`src/rtl/commit_arbiter_pkg.sv`:
```
// Backend package: issue number type and the commit record latched by the arbiter.
package commit_arbiter_pkg;

    localparam int ISSUE_NO_W = 8;
    localparam int MAX_SRC_W  = 3;

    typedef logic [ISSUE_NO_W-1:0] issue_no_t;

    typedef struct packed {
        issue_no_t             Issue_No;
        logic [MAX_SRC_W-1:0]  Src;
    } commit_req_t;

endpackage

```
`src/rtl/commit_rr_arb.sv`:
```
// Pure combinational round-robin pick: scans upward from the pointer, wrapping,
// and returns a one-hot grant (gated by enable) plus the binary winner index.
module commit_rr_arb #(
    parameter int NUM_REQ   = 2,
    parameter int WIDTH_SRC = 1
) (
    input  logic [NUM_REQ-1:0]   req_i,
    input  logic [WIDTH_SRC-1:0] ptr_i,
    input  logic                 en_i,
    output logic [NUM_REQ-1:0]   grant_o,
    output logic [WIDTH_SRC-1:0] winner_o
);

    int   idx;
    logic found;

    // Winner search is independent of enable so that enable only gates the final grant
    always_comb begin
        grant_o  = '0;
        winner_o = '0;
        found    = 1'b0;
        idx      = 0;
        for (int off = 0; off < NUM_REQ; off++) begin
            idx = int'(ptr_i) + off;
            if (idx >= NUM_REQ) begin
                idx = idx - NUM_REQ;
            end
            if (!found && req_i[idx]) begin
                found    = 1'b1;
                winner_o = WIDTH_SRC'(idx);
            end
        end
        if (en_i && found) begin
            grant_o[winner_o] = 1'b1;
        end
    end

endmodule

```
`src/rtl/commit_arbiter.sv`:
```
// Shares the backend commit port between reorder buffers: round-robin grant,
// one-deep registered commit on a valid/ready bus, and a wrapping commit counter.
module commit_arbiter
    import commit_arbiter_pkg::*;
#(
    parameter int NUM_REQ   = 2,
    parameter int WIDTH_CNT = 16
) (
    input  logic                               clock,
    input  logic                               reset,
    input  logic [NUM_REQ-1:0]                 I_Req,
    input  issue_no_t [NUM_REQ-1:0]            I_Issue_No,
    output logic [NUM_REQ-1:0]                 O_Grant,
    output logic                               O_Commit_Valid,
    output issue_no_t                          O_Commit_No,
    output logic [((NUM_REQ > 1) ? $clog2(NUM_REQ) : 1)-1:0] O_Commit_Src,
    input  logic                               I_Commit_Ready,
    output logic [WIDTH_CNT-1:0]               O_Num_Commit,
    output logic                               O_Busy
);

    localparam int WIDTH_SRC = (NUM_REQ > 1) ? $clog2(NUM_REQ) : 1;

    logic [WIDTH_SRC-1:0] ptr_q, ptr_d;
    logic                 valid_q, valid_d;
    commit_req_t          commit_q, commit_d;
    logic [WIDTH_CNT-1:0] cnt_q, cnt_d;

    logic                 free;
    logic                 arbEn;
    logic                 grantAny;
    logic                 handshake;
    logic [WIDTH_SRC-1:0] winner;

    // The output slot can take a new entry when empty or being drained this cycle;
    // reset suppresses any grant so no buffer pops an entry that would be discarded
    assign free      = ~valid_q | I_Commit_Ready;
    assign arbEn     = free & ~reset;
    assign handshake = valid_q & I_Commit_Ready;
    assign grantAny  = |O_Grant;

    commit_rr_arb #(
        .NUM_REQ   (NUM_REQ),
        .WIDTH_SRC (WIDTH_SRC)
    ) u_rr_arb (
        .req_i    (I_Req),
        .ptr_i    (ptr_q),
        .en_i     (arbEn),
        .grant_o  (O_Grant),
        .winner_o (winner)
    );

    // Next-state: a grant reloads the slot (even while it is handed off), a bare handshake empties it
    always_comb begin
        ptr_d    = ptr_q;
        valid_d  = valid_q;
        commit_d = commit_q;
        cnt_d    = cnt_q;
        if (grantAny) begin
            valid_d           = 1'b1;
            commit_d.Issue_No = I_Issue_No[winner];
            commit_d.Src      = MAX_SRC_W'(winner);
            ptr_d             = (int'(winner) == NUM_REQ - 1) ? '0 : winner + WIDTH_SRC'(1);
        end else if (handshake) begin
            valid_d = 1'b0;
        end
        if (handshake) begin
            cnt_d = cnt_q + WIDTH_CNT'(1);
        end
    end

    // State registers; reset drops any held commit
    always_ff @(posedge clock) begin
        if (reset) begin
            ptr_q    <= '0;
            valid_q  <= 1'b0;
            commit_q <= '0;
            cnt_q    <= '0;
        end else begin
            ptr_q    <= ptr_d;
            valid_q  <= valid_d;
            commit_q <= commit_d;
            cnt_q    <= cnt_d;
        end
    end

    assign O_Commit_Valid = valid_q;
    assign O_Commit_No    = commit_q.Issue_No;
    assign O_Commit_Src   = commit_q.Src[WIDTH_SRC-1:0];
    assign O_Num_Commit   = cnt_q;
    assign O_Busy         = valid_q | (|I_Req);

endmodule

```
`config.mk`:
```
export PLATFORM = sky130hd
export DESIGN_NAME = commit_arbiter
export DESIGN_NICKNAME = d
export VERILOG_FILES = /design/src/rtl/commit_arbiter_pkg.sv /design/src/rtl/commit_rr_arb.sv /design/src/rtl/commit_arbiter.sv
export SDC_FILE = /design/constraint.sdc
export NUM_CORES = 1
export LEC_CHECK = 0
export BUFFER_PORTS_ARGS = -buffer_cell sky130_fd_sc_hd__buf_2
export CAP_MARGIN = 10
export CORE_UTILIZATION = 47
export CTS_CLUSTER_DIAMETER = 100
export CTS_CLUSTER_SIZE = 10
export DETAILED_ROUTE_END_ITERATION = 7
export GPL_TIMING_DRIVEN = 0
export PLACE_DENSITY = 0.84
export SLEW_MARGIN = 20
export SYNTH_ARGS = -nofsm -noshare
export SYNTH_HDL_FRONTEND = slang
export SYNTH_SLANG_ARGS = --single-unit
export TNS_END_PERCENT = 5
```
`constraint.sdc`:
```
create_clock -name clock -period 1.76 [get_ports clock]
set_input_delay 0.264 -clock clock [delete_from_list [all_inputs] [get_ports clock]]
set_output_delay 0.264 -clock clock [all_outputs]
set_load 0.01 [all_outputs]
```
==> metrics.txt, run 1 <==
status=completed; Worst Clk Skew=0.0161 ns; Slew @ Worst Pin=0.465 ns; Net Switching=0.000285 W; Pleak=0.699 nW; fraction of layout cells with a size suffix above 1=36.3%; CTS Hold Bufs=0; CP endpoint kind=output pin; most frequent cells in the layout=buf_2, nor2_1, dfxtp_1; First DRT Iteration DRCs=18; area post-placement=1500 µm²; critical path launch point type=flip-flop; global-route wire length before repair=4040 µm; required time of the critical path=1.50 ns; Die W=52.8 µm; mux contribution to synthesized area=6.61%; hold depth=3; worst setup path class=reg2out; synthesized area=1210 µm²; Yosys cell types=27; drt wl/cell=12.1 µm; Fmax=583 MHz; share of the synthesized area in the top cell type=44.6%; Syn Nets=160; antenna violations before repair=0; Clock Latency Late Sink=0.34 ns; WP data arrival=1.45 ns; XOR/XNOR Fraction of Synth Area=8.68%; via density per instance=5.37; Initial Utilization=49.3%; final critical path time including I/O delays and setup=1.72 ns; most common cell after layout, fill and taps aside=buf_2; Max-slew headroom=69.0%; clk slew on worst S/H paths=0.13 ns; period utilization=97.5%; CTS tree=done; compound-cell area share of the yosys netlist=8.68%; row count=18; Fillers=230; syn_area_per_cell=8.78 µm²; Hold Path Class=in2reg; Internal Power=0.000788 W; # clock sinks=27; Synth area leaders=dfxtp_1, nor2_1, mux2i_1; Final setup violation count=0; synth warn=0; port bufs=49; Seq pwr share=60.1%; flops & latches, synth=27; unrepaired setup endpoints after global routing=true; sw frac=26.6%; Max Cap Violations=0; vias in the first global route=953; area grow syn2layout=28.8%; Synth area leader=dfxtp_1; Synth Instances=138; Die Area=2780 µm²; Reg2Reg Depth=4; H-Tree Depth=1; global route overflow=0; Power Density=688 nW/µm²; Hold Violations, Final=0; CTS max path bufs=2; Clock Tree Root=clkbuf_4; max-slew violations=0; io pins=50; clock power share=25.6%; Pre-Repair DR Iteration Count=4; largest net degree at the start of global routing=19; register area share after synthesis=44.6%; WL final=2660 µm; Final ANT Viol Nets=0; n_diodes=0; fin area=1560 µm²; Simple-Gate Fraction of Synth Area=27.5%; gr usage total=20.3%; Core Box Area=2450 µm²; total number of vias=1182; Worst IR Drop VDD=0.000439 V; cts bufs inserted=3; Final #Nets=213; Synth Area in Adders=1.03%; largest family of logic cells by synthesized area=simple AND/OR/NAND/NOR gates; Post-DP HPWL=2040 µm; Overall Power=0.00107 W; Die H=52.8 µm; Gate power share=14.2%; Critical Path Fanout Max=10; DR DRC count=0; Final GP Congestion=0.850
## stage by stage
| step | instances | hold slack [ns] | setup slack, ns | TNS (ns) | util, % |
|---|---|---|---|---|---|
| after CTS | 220 | 0.196 | 0.0226 | 0 | 62.5 |
| after global routing | 220 | 0.203 | -0.0299 | -0.0299 | 63.6 |
| final | 220 | 0.205 | 0.0449 | 0 | 63.6 |
| after floorplan | 138 | 0.389 | 0.0654 | 0 | - |
| after detailed placement | 217 | 0.478 | -0.130 | -0.130 | 60.9 |
| after global placement | 217 | 0.468 | -0.111 | -0.111 | 60.9 |
## what timing repair did
item,in CTS,in global routing
endpoints found under the hold margin,0,0
gates resized for setup,7,9
endpoints found under the setup margin,3,3
gates cloned,0,0
buffers inserted,1,0
## flip-flops by register name (all words and copies together), names as in the netlist
register / flops
O_Commit_No: 8
O_Commit_Src: 1
O_Commit_Valid: 1
O_Num_Commit: 16
ptr_q: 1
## cells in the mapped netlist
cell type and n:
nand4_4 1, xor2_1 5, nand4_1 5, nand2b_1 1, nor3_1 7, or3_1 2
o21ai_0 4, a21oi_1 3, mux2i_1 8, a211oi_1 8, and2_1 1, nand2_1 9
ha_1 1, nor2_1 24, clkbuf_1 3, and4_1 1, nand3_1 5, inv_1 2
xnor2_1 7, buf_1 3, nor4_1 4, o21ba_2 1, or3_2 1, nor2b_1 3
buf_2 1, dfxtp_1 27, or4_4 1
## metal layers
| metal | share of wire [%] | global-route usage, % |
|---|---|---|
| met1 | 45 | 22.7 |
| met2 | 47 | 36.3 |
| met3 | 5.9 | 2.90 |
| met4 | 1.7 | 11.4 |
| met5 | 0 | 0 |
## power by group through the flow
stage	clock (W)	combinational, W	sequential [W]
2_1_floorplan	0	0.0000762	0.000670
3_3_place_gp	0	0.000145	0.000660
3_5_place_dp	0	0.000152	0.000660
4_1_cts	0.000286	0.000150	0.000651
5_1_grt	0.000306	0.000169	0.000649
6_report	0.000275	0.000153	0.000646
## path summary, 6_finish.rpt
kind                              endpoint                          start  slack, ns
max reg2reg  O_Num_Commit[15]$_SDFFE_PP0P_   O_Num_Commit[5]$_SDFFE_PP0P_       0.10
min            O_Commit_Valid$_SDFFE_PP0P_                       I_Req[0]       0.20
min reg2reg  O_Num_Commit[15]$_SDFFE_PP0P_  O_Num_Commit[15]$_SDFFE_PP0P_       0.49
max                             O_Grant[0]    O_Commit_Valid$_SDFFE_PP0P_       0.04
## worst max-delay path, cell delays in order, from the launching register on
cell     delay (ns)
dfxtp_4        0.40
nor2b_2        0.16
nor3_2         0.19
buf_4          0.15
and2_1         0.11
buf_2          0.12
## final cells by class
class | instances | area [µm²] | share of cell area [%]
buffer | 5 | 23.8 | 1.52
clock inverter | 1 | 7.51 | 0.481
timing repair buffer | 50 | 253 | 16.2
tap | 30 | 37.5 | 2.41
clock buffer | 3 | 22.5 | 1.44
sequential | 27 | 558 | 35.8
multi-input combinational | 102 | 651 | 41.7
inverter | 2 | 7.51 | 0.481
## logic make-up (layout without fill, tap and decap cells)
family,after synthesis,in the layout
adder cells (fa/ha/maj),1,1
XOR/XNOR,12,12
multiplexers,8,8
AND/OR/NAND/NOR,65,65
buffers and inverters,9,61
flip-flops,27,27
AO/OA/AOI/OAI,16,16
Power figures use the tool's default switching activity.
==> run 2, diff against run 1 <==
--- a/config.mk
+++ b/config.mk
@@ -7,14 +7,15 @@
 export LEC_CHECK = 0
 export BUFFER_PORTS_ARGS = -buffer_cell sky130_fd_sc_hd__buf_2
 export CAP_MARGIN = 10
+export CORE_MARGIN = 1
 export CORE_UTILIZATION = 47
 export CTS_CLUSTER_DIAMETER = 100
 export CTS_CLUSTER_SIZE = 10
 export DETAILED_ROUTE_END_ITERATION = 7
-export GPL_TIMING_DRIVEN = 0
+export GPL_TIMING_DRIVEN = 1
 export PLACE_DENSITY = 0.84
 export SLEW_MARGIN = 20
 export SYNTH_ARGS = -nofsm -noshare
 export SYNTH_HDL_FRONTEND = slang
 export SYNTH_SLANG_ARGS = --single-unit
-export TNS_END_PERCENT = 5
+export TNS_END_PERCENT = 100
==> metrics.txt, run 2 (same netlist as run 1, synthesis figures left out) <==
CP endpoint kind=output pin; slowest stage cell, crit path=dfxtp_4; fraction of layout cells with a size suffix above 1=37.8% (+1.4 points); Hold Path Class=in2reg; Slew @ Worst Pin=0.386 ns (-0.0792 ns); worst setup path class=reg2out; n_diodes=0 (unchanged); Initial Utilization=49.3% (unchanged); drt wl/cell=12.1 µm (about the same); Critical Path Fanout Max=3 (-7); vias in the first global route=1091 (+14%); Worst IR Drop VDD=0.000506 V (+15%); row count=18 (unchanged); total number of vias=1188 (+0.51%); Pleak=0.744 nW (+6.5%); sw frac=25.3% (-1.2 points); port bufs=49 (unchanged); most common cell after layout, fill and taps aside=buf_2; io pins=50 (unchanged); H-Tree Depth=1 (unchanged); Max Cap Violations=0 (unchanged); Gate power share=15.2% (+1.0 points); cts bufs inserted=3 (unchanged); failing checks=DRC; final critical path time including I/O delays and setup=1.69 ns (-0.0244 ns); clock power share=24.6% (-1.0 points); WP data arrival=1.43 ns (-0.02 ns); status=complete, but fails checks; WL final=2740 µm (+2.8%); via density per instance=5.26 (-2.2%); Clock Latency Late Sink=0.32 ns (-0.02 ns); CTS tree=done; Worst Clk Skew=0.0103 ns (-0.00582 ns); period utilization=96.1% (-1.4 points); Overall Power=0.00107 W (about the same); CP delay by family, top=simple AND/OR/NAND/NOR gates; Clock Tree Root=clkbuf_4; global-route wire length before repair=4460 µm (+10%); unrepaired setup endpoints after global routing=false; Final #Nets=219 (+2.8%); Buffers & Inverters on Critical Path=2 (unchanged); Max stage delay on crit path=0.36 ns (-0.04 ns); First DRT Iteration DRCs=27 (+9); Final GP Congestion=0.796 (-6.3%); Fmax=591 MHz (+1.4%); gr usage total=21.5% (+1.2 points); WHS=0.189 ns (-0.0161 ns); Die H=52.8 µm (unchanged); CP Cell Sequence=nor2b_2, nor3_2, buf_4, and2_1, buf_2; max FFs per register=16 (unchanged); Hold Violations, Final=0 (unchanged); Final ANT Viol Nets=0 (unchanged); global route overflow=0 (unchanged); Core Box Area=2450 µm² (unchanged); Seq pwr share=60.2% (about the same); Power Density=666 nW/µm² (-3.1%); Die W=52.8 µm (unchanged); antenna violations before repair=0 (unchanged); Pre-Repair DR Iteration Count=6 (+2); max-slew violations=0 (unchanged); largest net degree at the start of global routing=29 (+10); critical path launch point type=flip-flop; CTS max path bufs=2 (unchanged); DR DRC count=1 (+1); area grow syn2layout=33.1%; Internal Power=0.000802 W (+1.7%); Net Switching=0.000272 W (-4.6%); # clock sinks=27 (unchanged); Post-DP HPWL=2120 µm (+3.8%); required time of the critical path=1.50 ns (about the same); Max-slew headroom=74.0% (+5.0 points); Final setup violation count=0 (unchanged); setup TNS=0 ns (unchanged); clk slew on worst S/H paths=0.15 ns (+0.02 ns); most frequent cells in the layout=buf_2, dfxtp_1, nor2_1; Die Area=2780 µm² (unchanged)
-- run 2: power by group through the flow --
| stage | Sequential, W | Combinational [W] | Clock, W |
|---|---|---|---|
| finish | 0.000647 | 0.000163 | 0.000264 |
| global route | 0.000650 | 0.000181 | 0.000287 |
| detailed placement | 0.000663 | 0.000153 | 0 |
| global placement | 0.000662 | 0.000147 | 0 |
| floorplan | 0.000670 | 0.0000762 | 0 |
| CTS | 0.000647 | 0.000164 | 0.000274 |
-- run 2: worst reg2reg max path, delay by kind of cell (launching register included) --
kind / cells / cell delay, ns
DFF: 1 / 0.45
AOI/OAI and AO/OA: 1 / 0.15
and+or+nand+nor: 3 / 1.01
-- run 2: metrics by stage --
| stage | cells | setup WS, ns | cell area [µm²] | util (%) |
|---|---|---|---|---|
| 2_1_floorplan | 138 | 0.0654 | 1210 | - |
| 3_3_place_gp | 219 | 0.171 | 1550 | 63.2 |
| 3_5_place_dp | 219 | 0.0811 | 1550 | 63.2 |
| 4_1_cts | 226 | 0.0382 | 1610 | 65.5 |
| 5_1_grt | 226 | 0.000835 | 1610 | 65.6 |
| 6_report | 226 | 0.0693 | 1610 | 65.6 |
-- run 2: what timing repair did --
action / in CTS / in global routing
setup endpoints to repair: 2 / 3
buffers inserted: 3 / 0
gates resized for setup: 4 / 2
pin swaps: 1 / 1
hold endpoints to repair: 0 / 0
hold buffers: 0 / 0
-- run 2: area by class of cell --
| type | instances | area (µm²) |
|---|---|---|
| Fill cell | 211 | 843 |
| Clock buffer | 4 | 26.3 |
| Timing Repair Buffer | 61 | 348 |
| Inverter | 2 | 7.51 |
| Tap cell | 30 | 37.5 |
| Multi-Input combinational cell | 102 | 646 |
| Sequential cell | 27 | 547 |
-- run 2: final timing paths --
kind / start / endpoint / slack [ns] / depth (start not counted)
max: O_Commit_Valid$_SDFFE_PP0P_ / O_Grant[0] / 0.07 / 5
min: I_Req[0] / O_Commit_Valid$_SDFFE_PP0P_ / 0.19 / 3
max reg2reg: O_Num_Commit[5]$_SDFFE_PP0P_ / O_Num_Commit[15]$_SDFFE_PP0P_ / 0.10 / 4
min reg2reg: ptr_q$_SDFFE_PP0P_ / ptr_q$_SDFFE_PP0P_ / 0.50 / 2
-- run 2: per-layer routing --
| metal | vias up | part of all wire (%) | track usage [%] |
|---|---|---|---|
| li1 | 597 | - | - |
| met1 | 544 | 45 | 25.1 |
| met2 | 43 | 47 | 38.4 |
| met3 | 4 | 6.1 | 3.77 |
| met4 | 0 | 1.1 | 8.33 |
| met5 | - | 0 | 0 |
